===== src/rtl/nv_nvdla_sdp_param_cq_if.sv =====
// rtl/nv_nvdla_sdp_param_cq_if.sv - valid/ready payload channel between SDP DMA stages and the context queue
interface nv_nvdla_sdp_param_cq_if #(
    parameter int WIDTH = 16
);
    logic             pvld;
    logic             prdy;
    logic [WIDTH-1:0] pd;

    modport master (output pvld, output pd, input prdy);
    modport slave  (input pvld, input pd, output prdy);
endinterface


===== src/rtl/nv_nvdla_sdp_param_cq.sv =====
// rtl/nv_nvdla_sdp_param_cq.sv - parametrised SDP read-DMA context queue with write limit, occupancy and flush
module nv_nvdla_sdp_param_cq #(
    parameter int WIDTH     = 16,
    parameter int DEPTH     = 80,
    parameter int AW        = $clog2(DEPTH),
    parameter int CW        = $clog2(DEPTH + 1),
    parameter int AFULL_LVL = DEPTH - 2
) (
    input  logic                    nvdla_core_clk,
    input  logic                    nvdla_core_rst,
    input  logic                    flush,
    input  logic [CW-1:0]           wr_limit,
    nv_nvdla_sdp_param_cq_if.slave  ig2cq,
    nv_nvdla_sdp_param_cq_if.master cq2eg,
    output logic [CW-1:0]           wr_count,
    output logic                    almost_full,
    input  logic [31:0]             pwrbus_ram_pd
);
    localparam logic [CW-1:0] DEPTH_C  = CW'(DEPTH);
    localparam logic [CW-1:0] AFULL_C  = CW'(AFULL_LVL);
    localparam logic [CW-1:0] ONE_C    = CW'(1);
    localparam logic [AW-1:0] PTR_LAST = AW'(DEPTH - 1);
    localparam logic [AW-1:0] PTR_ONE  = AW'(1);

    logic [WIDTH-1:0] mem [DEPTH];
    logic [AW-1:0]    wr_ptr;
    logic [AW-1:0]    rd_ptr;
    logic             ig2cq_prdy_r;
    logic             cq2eg_pvld_r;
    logic [WIDTH-1:0] cq2eg_pd_r;
    logic             wr_push;
    logic             wr_push_d;
    logic             rd_pop;
    logic             rd_pop_d;
    logic             rd_req;
    logic [CW-1:0]    wr_count_next;
    logic [CW-1:0]    rd_count;
    logic [CW-1:0]    rd_count_next;
    logic             clear;
    logic             unused_pwrbus;

    assign unused_pwrbus = ^pwrbus_ram_pd;

    assign clear      = nvdla_core_rst | flush;
    assign wr_push    = ig2cq.pvld & ig2cq_prdy_r;
    assign rd_pop     = cq2eg_pvld_r & cq2eg.prdy;
    assign ig2cq.prdy = ig2cq_prdy_r;
    assign cq2eg.pvld = cq2eg_pvld_r;
    assign cq2eg.pd   = cq2eg_pd_r;

    function automatic logic [AW-1:0] ptr_inc(input logic [AW-1:0] p);
        return (p == PTR_LAST) ? '0 : p + PTR_ONE;
    endfunction

    // Pops reach the write-side count a cycle late, so a slot is only reused once its data has left the RAM.
    always_comb begin
        wr_count_next = wr_count;
        if (wr_push && !rd_pop_d) begin
            wr_count_next = wr_count + ONE_C;
        end else if (!wr_push && rd_pop_d) begin
            wr_count_next = wr_count - ONE_C;
        end
    end

    // The output register is the RAM read register; refill it whenever it is empty or being drained.
    assign rd_req = ((rd_count != '0) || wr_push_d) && (!cq2eg_pvld_r || rd_pop);

    always_comb begin
        rd_count_next = rd_count;
        if (wr_push_d && !rd_req) begin
            rd_count_next = rd_count + ONE_C;
        end else if (!wr_push_d && rd_req) begin
            rd_count_next = rd_count - ONE_C;
        end
    end

    always_ff @(posedge nvdla_core_clk) begin
        if (clear) begin
            wr_ptr       <= '0;
            wr_count     <= '0;
            ig2cq_prdy_r <= 1'b1;
            almost_full  <= 1'b0;
            rd_pop_d     <= 1'b0;
            wr_push_d    <= 1'b0;
        end else begin
            if (wr_push) begin
                wr_ptr <= ptr_inc(wr_ptr);
            end
            wr_count     <= wr_count_next;
            ig2cq_prdy_r <= !((wr_count_next == DEPTH_C) ||
                              ((wr_limit != '0) && (wr_count_next >= wr_limit)));
            almost_full  <= (wr_count_next >= AFULL_C);
            rd_pop_d     <= rd_pop;
            wr_push_d    <= wr_push;
        end
    end

    always_ff @(posedge nvdla_core_clk) begin
        if (wr_push && !clear) begin
            mem[wr_ptr] <= ig2cq.pd;
        end
    end

    always_ff @(posedge nvdla_core_clk) begin
        if (clear) begin
            rd_ptr       <= '0;
            rd_count     <= '0;
            cq2eg_pvld_r <= 1'b0;
        end else begin
            rd_count <= rd_count_next;
            if (rd_req) begin
                rd_ptr       <= ptr_inc(rd_ptr);
                cq2eg_pvld_r <= 1'b1;
            end else if (rd_pop) begin
                cq2eg_pvld_r <= 1'b0;
            end
        end
    end

    always_ff @(posedge nvdla_core_clk) begin
        if (rd_req && !clear) begin
            cq2eg_pd_r <= mem[rd_ptr];
        end
    end

`ifndef SYNTHESIS
    a_no_push_when_stalled: assert property (@(posedge nvdla_core_clk) disable iff (clear)
        !ig2cq_prdy_r |=> (wr_count <= $past(wr_count)));

    a_count_bound: assert property (@(posedge nvdla_core_clk)
        wr_count <= DEPTH_C);

    a_stall_stable: assert property (@(posedge nvdla_core_clk) disable iff (nvdla_core_rst)
        (cq2eg_pvld_r && !cq2eg.prdy && !flush) |=> ($stable(cq2eg_pd_r) && $stable(rd_ptr) && cq2eg_pvld_r));
`endif

endmodule


===== src/flat_wrapper.sv =====
// flat-port wrapper written by rule: the top's interface ports become plain ports
module nv_nvdla_sdp_param_cq_flat 
#(
    parameter int WIDTH     = 16,
    parameter int DEPTH     = 80,
    parameter int AW        = $clog2(DEPTH),
    parameter int CW        = $clog2(DEPTH + 1),
    parameter int AFULL_LVL = DEPTH - 2
)
  (nvdla_core_clk, nvdla_core_rst, flush, wr_limit, wr_count, almost_full, pwrbus_ram_pd, ig2cq_pvld, ig2cq_pd, ig2cq_prdy, cq2eg_pvld, cq2eg_pd, cq2eg_prdy);
  nv_nvdla_sdp_param_cq_if #(.WIDTH(WIDTH)) ig2cq_i ();
  nv_nvdla_sdp_param_cq_if #(.WIDTH(WIDTH)) cq2eg_i ();
  input  logic nvdla_core_clk;
  input  logic nvdla_core_rst;
  input  logic flush;
  input  logic [CW-1:0] wr_limit;
  output logic [CW-1:0] wr_count;
  output logic almost_full;
  input  logic [31:0] pwrbus_ram_pd;
  input wire logic [$bits(ig2cq_i.pvld)-1:0] ig2cq_pvld;
  input wire logic [$bits(ig2cq_i.pd)-1:0] ig2cq_pd;
  output wire logic [$bits(ig2cq_i.prdy)-1:0] ig2cq_prdy;
  output wire logic [$bits(cq2eg_i.pvld)-1:0] cq2eg_pvld;
  output wire logic [$bits(cq2eg_i.pd)-1:0] cq2eg_pd;
  input wire logic [$bits(cq2eg_i.prdy)-1:0] cq2eg_prdy;
  assign ig2cq_i.pvld = ig2cq_pvld;
  assign ig2cq_i.pd = ig2cq_pd;
  assign ig2cq_prdy = ig2cq_i.prdy;
  assign cq2eg_pvld = cq2eg_i.pvld;
  assign cq2eg_pd = cq2eg_i.pd;
  assign cq2eg_i.prdy = cq2eg_prdy;
  nv_nvdla_sdp_param_cq #(.WIDTH(WIDTH), .DEPTH(DEPTH), .AW(AW), .CW(CW), .AFULL_LVL(AFULL_LVL)) u_core (.nvdla_core_clk(nvdla_core_clk), .nvdla_core_rst(nvdla_core_rst), .flush(flush), .wr_limit(wr_limit), .ig2cq(ig2cq_i), .cq2eg(cq2eg_i), .wr_count(wr_count), .almost_full(almost_full), .pwrbus_ram_pd(pwrbus_ram_pd));
endmodule

===== config.mk =====
export PLATFORM = sky130hd
export DESIGN_NAME = nv_nvdla_sdp_param_cq_flat
export DESIGN_NICKNAME = d
export VERILOG_FILES = /design/src/rtl/nv_nvdla_sdp_param_cq_if.sv /design/src/rtl/nv_nvdla_sdp_param_cq.sv /design/src/flat_wrapper.sv
export SDC_FILE = /design/constraint.sdc
export NUM_CORES = 1
export LEC_CHECK = 0
export CORE_MARGIN = 2
export CORE_UTILIZATION = 40
export CTS_CLUSTER_DIAMETER = 200
export DETAILED_ROUTE_END_ITERATION = 16
export PLACE_DENSITY = 0.57
export SKIP_LAST_GASP = 1
export SLEW_MARGIN = 20
export SYNTH_ARGS = -nofsm -noshare
export SYNTH_HDL_FRONTEND = slang
export SYNTH_SLANG_ARGS = --single-unit
export TNS_END_PERCENT = 100

===== constraint.sdc =====
create_clock -name nvdla_core_clk -period 4.4 [get_ports nvdla_core_clk]
set_clock_uncertainty 0.1 [all_clocks]
set_input_delay 0.88 -clock nvdla_core_clk [delete_from_list [all_inputs] [get_ports nvdla_core_clk]]
set_output_delay 0.88 -clock nvdla_core_clk [all_outputs]
set_load 0.01 [all_outputs]

### Yosys cells after proc, flatten, opt, wreduce, memory -nomap -nowiden

Memories as Yosys holds them, arrays and structs flattened. A register that Yosys moved wholly into a read port is not among the register bits.
Index checks and enable logic that the tools add are counted.

| cells by class | value |
|---|---|
| eq/ne operators | 3 |
| add/subtract/negate cells | 6 |
| order comparisons | 2 |
| bitwise logic cells | 3 |
| mux-type cells | 10 |
| reductions and logical operators | 22 |

Operators by type and width:

| kind | number |
|---|---|
| $mux W7 | 6 |
| $add A7 B1 Y7 const B | 4 |
| $eq A7 B7 Y1 const B | 3 |
| $reduce_bool A7 Y1 | 2 |
| $sub A7 B1 Y7 const B | 2 |
| $logic_and A1 B1 Y1 | 8 |
| $ge A7 B7 Y1 | 1 |
| $ge A7 B7 Y1 const B | 1 |
| $logic_not A1 Y1 | 7 |
| $mux W1 | 4 |
| $reduce_bool A2 Y1 | 2 |
| $logic_or A1 B1 Y1 | 3 |
| $and A1 B1 Y1 | 2 |
| $or A1 B1 Y1 | 1 |

| word-level totals | value |
|---|---|
| logic and storage cells | 56 |
| output and inout bits | 26 |
| memory bits (writable) | 1,280 |
| memories kept | 1 |
| register bits after elaboration | 33 |

Memory list:

| memory | depth | width | rd ports | clocked after memory_dff | wr ports | RTL line | RTL |
|---|---|---|---|---|---|---|---|
| u_core.mem | 80 | 16 | 1 | 1 | 1 | nv_nvdla_sdp_param_cq.sv:25 | `logic [WIDTH-1:0] mem [DEPTH];` |

### Longest topological paths before layout

Gate-level depths: netlist of the first run.

| logic depth | value |
|---|---|
| word-level depth | 9 |
| gate-level depth with buffers | 12 |

### Least setup slack after synthesis of the first run

Ideal clock, no wire load.

| path | value |
|---|---|
| path kind | input -> register |
| start point | input flush |
| end point | memory u_core.mem[32][0], enable pin |
| stages on the path | 5 |
| library setup time | 430 ps |
| arrival | 3,315 ps |
| path buffers | 1 |
| slack | 555 ps |
| path through | or2_2 -> clkbuf_1 -> nor2_1 -> nand3_1 -> nor4_1 |

| on the way | value |
|---|---|
| word-level cells in the longest chain between the ends | 5 |

RTL lines:

| element | RTL line | RTL |
|---|---|---|
| start: declaration | flat_wrapper.sv:15 | `input logic flush;` |
| $or A1 B1 Y1 | nv_nvdla_sdp_param_cq.sv:44 | `assign clear = nvdla_core_rst \| flush;` |
| $logic_not A1 Y1 | nv_nvdla_sdp_param_cq.sv:99 | `if (wr_push && !clear) begin` |
| $logic_and A1 B1 Y1 | nv_nvdla_sdp_param_cq.sv:99 |  |
| $mux W1 | nv_nvdla_sdp_param_cq.sv:99 |  |
| $mux W1 (implied by the code) | nv_nvdla_sdp_param_cq.sv:100 | `mem[wr_ptr] <= ig2cq.pd;` |
| end: declaration | nv_nvdla_sdp_param_cq.sv:25 |  |

No other way between the ends.

==> flow_metrics.py, run 1 <==
metrics = {
    "route": {
        "wl_met3_mm": 8.349,
        "vias": 25750,
        "dr.max_layer_used": "met4",
        "postRouteAntennaNets": 0,
        "wl_per_cell_um": 28.74,
        "drc": 0,
        "dr_wl_met2_mm": 61.89,
        "drt_wl_total_mm": 128.3,
        "drtIter0Drc": 2727,
        "via_per_inst": 5.768,
        "wl_met1_mm": 53.82,
        "drt_pass1_iterations": 6,
    },
    "setup_path": {
        "critPathLaunchType": "flop",
        "crit_start": "u_core.rd_ptr[1]",
        "worstPathArrival_ns": 4.28,
        "crit_type": "reg -> reg",
        "r2r_slack_ns": 0.49,
        "crit_fanout": 82,
        "end_kind": "flop",
        "r2r_end": "u_core.cq2eg.pd[7]",
        "r2r_cells": 8,
        "required_ns": 4.77,
        "cp-endpoint": "u_core.cq2eg.pd[7]",
        "rr_startpoint": "u_core.rd_ptr[1]",
    },
    "synth": {
        "syn_area_per_cell_um2": 20.84,
        "synth_compound_area_share_pct": 3.209,
        "synth_nets": 2553,
        "synth_top_family_by_area": "multiplexers",
        "yosys.area_share.adder_pct": 0.4512,
        "yosys.area_share.xor_xnor_pct": 0.3566,
        "synthTopCellsByCount": "1296 x edfxtp_1, 286 x mux4_2, 136 x nor2_1",
        "synth_top_area_share_pct": 75.45,
        "synthArstFlopShare_pct": 0,
        "synth_edf_count": 1296,
        "synth_ff_type": "edfxtp_1",
        "synth.top_cells.by_area": "edfxtp_1 75%, mux4_2 12%, mux2i_1 2.0%, a22oi_1 1.3%, dfxtp_1 1.3%",
        "netlist_instances": 2475,
        "ys_seq_elements": 1329,
        "ys_warn_count": 0,
        "synth_area_um2": 51580,
        "synth-simple-area-share_pct": 2.807,
        "yosysUniqueCellTypes": 62,
        "yosys.area.top_type": "edfxtp_1",
        "synthMostInstantiatedCell": "edfxtp_1",
        "yosysSeqAreaShare_pct": 76.73,
        "synthMuxAreaShare_pct": 14.87,
    },
    "grt": {
        "grt_pass1_wl_mm": 184.4,
        "grt_pass1_vias": 26200,
        "gr-total-overflow": 0,
        "grt_max_degree": 83,
        "track_usage_pct": 19.51,
        "antenna_found_initial": 4,
    },
    "floorplan": {
        "coreArea_um2": 127700,
        "start_util_pct": 40.40,
        "dieArea_um2": 131800,
        "die-height_um": 363.1,
        "fp.dieW_um": 363.1,
        "core.rowCount": 131,
        "io_pins": 86,
    },
    "placed_design": {
        "dp_hpwl_mm": 76.24,
        "placed_area_um2": 54840,
        "place_ws_ns": 0.3856,
        "io_buffers": 53,
        "dp.cells": 4221,
        "gp_congestion": 0.8894,
    },
    "timing": {
        "rsz0062_at_grt": "no",
        "finalSetupViolations": 0,
        "timing.fmax_ghz": 0.2558,
        "max_slew_margin_pct": 25.69,
        "fin_tns_setup_ns": 0,
        "hold_viol": 0,
        "drv_slew": 0,
        "fin_crit_sh_pct": 88.83,
        "min_period_ns": 3.909,
        "tightest_slew_ns": 1.115,
        "layout_setup_ws_ns": 0.4913,
    },
    "clock_tree": {
        "clock-sinks": 1329,
        "ctsHoldBuffers": 0,
        "numCtsBuffers": 135,
        "cts-resized-gates": 0,
        "clk_path_buf_depth": 3,
        "h-tree-depth": 4,
        "insertion_delay_ns": 0.75,
        "root_buffer": "clkbuf_16",
        "postCtsSetupBuffers": 0,
        "path_clk_slew_ns": 0.06,
        "cts_tree": "done",
    },
    "cells_and_area": {
        "instances_no_fill": 4465,
        "n_fill_cell": 10440,
        "final_nets": 2774,
        "area_growth_pct": 14.44,
        "drive_gt1_share_pct": 24.54,
        "final_area_um2": 59030,
    },
    "power_and_ir_drop": {
        "intPower_mw": 22.32,
        "seqPwrFrac_pct": 48.2,
        "vdd_drop_max_mv": 0.4020,
        "pwr_density_cell_nw_per_um2": 498.3,
        "p_switching_mw": 7.100,
        "power.share.clock_pct": 37.0,
        "p_leak_nw": 18.06,
        "pwr-share-comb_pct": 14.8,
        "p_sw_share_pct": 24.14,
    },
    "outcome": {
        "status": "complete, no violations",
    },
    "hold_path": {
        "hold_path.class": "reg -> reg",
        "holdPathStages": 2,
    },
    "run": {
        "cap_viol_max_count": 0,
    },
}
[state kept, by name, indices dropped and copies added, names as in the netlist]
register and count:
u_core.mem 1280, u_core.wr_push_d 1, u_core.cq2eg.pd 16, u_core.wr_ptr 7
u_core.rd_ptr 7, u_core.wr_count 7, u_core.almost_full 1, u_core.rd_pop_d 1
u_core.rd_count 7, u_core.ig2cq.prdy 1, u_core.cq2eg.pvld 1
[stage by stage]
| stage | hold WS, ns | power (mW) | util [%] |
|---|---|---|---|
| after detailed placement | 0.3857 | 18.84 | 42.95 |
| final | 0.3990 | 29.42 | 46.23 |
| after floorplan | 0.3580 | 17.44 | - |
| after global routing | 0.4184 | 30.42 | 46.22 |
| after CTS | 0.3971 | 29.71 | 46.22 |
| after global placement | 0.3679 | 18.75 | 42.95 |
[power groups by stage]
stage / clock, mW / sequential, mW / combinational, mW
6_report: 10.9 / 14.2 / 4.35
2_1_floorplan: 0 / 14.3 / 3.12
3_3_place_gp: 0 / 14.4 / 4.31
3_5_place_dp: 0 / 14.4 / 4.40
4_1_cts: 11.1 / 14.2 / 4.42
5_1_grt: 11.6 / 14.2 / 4.66
[critical path: stages (launching register included)]
cell and delay [ns]:
dfxtp_4 0.79, buf_12 0.42, mux2_2 0.39, and3_1 0.17, a2111oi_0 0.47, a211oi_1 0.27
nor3_1 0.53, buf_4 0.20, o21ai_0 0.08
[cell type report]
cell class | instances | area (um2) | area share, %
flip-flops and latches | 1329 | 39590 | 67.07
multi-input cells | 991 | 11280 | 19.10
clock buffers | 182 | 3734 | 6.325
well taps | 1662 | 2079 | 3.523
repair buffers | 220 | 1827 | 3.095
clock inverters | 58 | 441.7 | 0.7482
inverters | 19 | 71.32 | 0.1208
diodes | 4 | 10.01 | 0.01696
[cell usage in the layout (no fill, tap or decap), types with 6 or more instances in the layout]
cell	netlist	final
ha_1	17	17
or3_1	6	6
a22o_1	6	6
nor2_1	136	112
nor2_2	0	23
xor2_1	9	9
o21ai_0	21	21
nor3_1	19	17
nor4_1	7	6
nor2b_1	14	13
a22oi_1	90	90
nand2_1	66	66
mux2i_1	105	105
clkdlybuf4s50_1	0	37
nand3_1	30	30
buf_12	1	9
nand4_1	10	10
buf_2	43	12
dfxtp_1	33	30
inv_1	18	18
and2_1	6	6
clkbuf_1	50	37
clkinv_1	1	28
mux4_2	286	286
a21oi_1	48	48
xnor2_1	12	12
a2111oi_0	11	8
clkbuf_16	0	142
clkinv_2	0	17
buf_4	11	162
a211oi_1	11	11
edfxtp_1	1296	1296
a221oi_1	9	9
[kinds of logic after synthesis]
family | count (synthesis)
buffers and inverters | 155
multiplexers | 400
AO/OA/AOI/OAI | 234
adder cells (fa/ha/maj) | 18
AND/OR/NAND/NOR | 318
flip-flops | 1329
XOR/XNOR | 21
[metal layers]
metal | GRT usage [%] | vias to the layer above
met5 | 0 | -
met4 | 7.217 | 0
met3 | 3.308 | 198
met2 | 31.28 | 1009
met1 | 26.93 | 13790
li1 | - | 10750
[worst min path at each step]
stage / start / end
2_1_floorplan: u_core.rd_count[2] / u_core.rd_count[2]
3_3_place_gp: u_core.rd_count[4] / u_core.rd_count[4]
3_5_place_dp: u_core.rd_count[3] / u_core.rd_count[3]
4_1_cts: u_core.rd_count[3] / u_core.rd_count[3]
5_1_grt: u_core.rd_count[3] / u_core.rd_count[3]
6_report: u_core.rd_count[3] / u_core.rd_count[3]
Power figures use the tool's default switching activity.
==> run 2: changes to the inputs <==
- CORE_MARGIN: 2 -> not set
- REMOVE_ABC_BUFFERS: not set -> 1
==> flow_metrics.py, run 2 (synthesized netlist as in run 1, its figures left out) <==
metrics = {
    "outcome": {
        "status": "complete, no violations",
    },
    "timing": {
        "finalSetupViolations": 0,
        "max_slew_margin_pct": 27.34,
        "fin_tns_setup_ns": 0,
        "layout_setup_ws_ns": 0.2050,
        "timing.fmax_ghz": 0.2384,
        "drv_slew": 0,
        "tightest_slew_ns": 1.090,
        "fin_crit_sh_pct": 95.34,
        "timing.hold.ws_ns": 0.3927,
        "rsz0062_at_grt": "no",
        "min_period_ns": 4.195,
        "hold_viol": 0,
    },
    "hold_path": {
        "min_from": "u_core.rd_count[4]",
        "hold_path.class": "reg -> reg",
        "min_to": "u_core.rd_count[4]",
        "holdPathStages": 2,
    },
    "route": {
        "via_per_inst": 5.741,
        "postRouteAntennaNets": 0,
        "wl_per_cell_um": 28.99,
        "drt_pass1_iterations": 5,
        "vias": 25720,
        "drc": 0,
        "drt_wl_total_mm": 129.9,
        "drtIter0Drc": 2803,
    },
    "setup_path": {
        "cp_slowest_cell": "a2111oi_1",
        "crit_start": "u_core.rd_ptr[0]",
        "cpLargestDelayFamily": "compound AO/OA/AOI/OAI gates",
        "worst-path-stages": 7,
        "slowest_delay_ns": 1.02,
        "rr_startpoint": "u_core.rd_ptr[0]",
        "r2r_cells": 7,
        "crit_fanout": 43,
        "r2r_end": "u_core.cq2eg.pd[1]",
        "worstPathArrival_ns": 4.57,
        "crit_type": "reg -> reg",
        "required_ns": 4.77,
        "end_kind": "flop",
        "cp_cell_sequence": "buf_12 > mux4_2 > a22oi_1 > nand2_1 > a2111oi_1 > buf_4 > nor2_1",
        "cp_num_buf_inv": 2,
        "critPathLaunchType": "flop",
        "r2r_slack_ns": 0.20,
    },
    "grt": {
        "track_usage_pct": 20.00,
        "gr-total-overflow": 0,
        "antenna_found_initial": 6,
        "grt_pass1_vias": 26310,
        "grt_pass1_wl_mm": 187.1,
        "grt_max_degree": 81,
    },
    "placed_design": {
        "placed_area_um2": 54890,
        "place_ws_ns": 0.2350,
        "dp_hpwl_mm": 77.89,
        "dp.cells": 4233,
        "io_buffers": 53,
        "gp_congestion": 0.8331,
    },
    "cells_and_area": {
        "seqCellArea_um2": 39590,
        "largest_reg_flops": 1280,
        "final_common_cell": "edfxtp_1",
        "final_cell_mix": "1296 x edfxtp_1, 286 x mux4_2, 171 x buf_4, 141 x clkbuf_16, 125 x nor2_1",
        "final_area_um2": 59250,
        "final_nets": 2789,
        "n_fill_cell": 10470,
        "top_register": "u_core.mem",
        "drive_gt1_share_pct": 25.07,
        "instances_no_fill": 4479,
        "postLayoutCoreUtil_pct": 46.41,
        "multi_input_area_um2": 11240,
        "area_growth_pct": 14.87,
    },
    "floorplan": {
        "io_pins": 86,
        "fp.dieW_um": 361.1,
        "die-height_um": 361.1,
        "core.rowCount": 131,
        "dieArea_um2": 130400,
        "start_util_pct": 40.40,
        "coreArea_um2": 127700,
    },
    "clock_tree": {
        "numCtsBuffers": 137,
        "path_clk_slew_ns": 0.06,
        "postCtsSetupBuffers": 0,
        "clk_path_buf_depth": 3,
        "insertion_delay_ns": 0.74,
        "h-tree-depth": 4,
        "cts_tree": "done",
        "cts-resized-gates": 0,
        "root_buffer": "clkbuf_16",
        "clock-sinks": 1329,
        "ctsHoldBuffers": 0,
    },
    "power_and_ir_drop": {
        "p_total_mw": 29.80,
        "p_leak_nw": 18.20,
        "vdd_drop_max_mv": 0.3696,
        "pwr_density_cell_nw_per_um2": 502.9,
    },
    "run": {
        "cap_viol_max_count": 0,
    },
}
run 2: cell types whose count changed in the layout (fill, tap and decap cells not counted), sizes merged:
cell / before / now
clkinvlp: 0 / 4
bufinv: 5 / 11
clkbuf: 182 / 170
inv: 24 / 28
buf: 183 / 196
clkinv: 48 / 50
diode: 4 / 1
run 2: area by class of cell:
cell class | instances | area share, %
Tap cell | 1662 | 3.510
Timing Repair Buffer | 233 | 3.282
Clock inverter | 74 | 1.168
Clock buffer | 170 | 6.139
Sequential cell | 1329 | 66.82
Multi-Input combinational cell | 991 | 18.96
Inverter | 19 | 0.1204
Antenna cell | 1 | 0.004223
run 2: where the power goes:
group | switching [mW] | internal (mW) | total, mW | leakage, nW
clock network | 4.73 | 6.53 | 11.3 | 2.12
registers | 0.146 | 14.0 | 14.1 | 11.9
logic | 2.34 | 2.07 | 4.41 | 4.16
total | 7.21 | 22.6 | 29.8 | 18.2
run 2: worst max path at each step:
stage / slack [ns] / endpoint
CTS: 0.21 / u_core.cq2eg.pd[1]
floorplan: -9.44 / u_core.cq2eg.pd[2]
global route: 0.22 / u_core.cq2eg.pd[1]
detailed placement: 0.24 / u_core.cq2eg.pd[1]
finish: 0.20 / u_core.cq2eg.pd[1]
global placement: 0.31 / u_core.cq2eg.pd[1]
run 2: worst reg2reg max path, cell delays in order, from the launching register on:
cell and delay (ns):
dfxtp_4 0.75, buf_12 0.45, mux4_2 0.61, a22oi_1 0.40
nand2_1 0.26, a2111oi_1 1.02, buf_4 0.27, nor2_1 0.05
run 2: routing by layer:
| layer | track usage (%) | share of wire, % |
|---|---|---|
| met4 | 6.667 | 3.0 |
| met3 | 3.749 | 6.7 |
| met2 | 31.81 | 48 |
| met1 | 27.80 | 42 |
| met5 | 0 | 0.0062 |
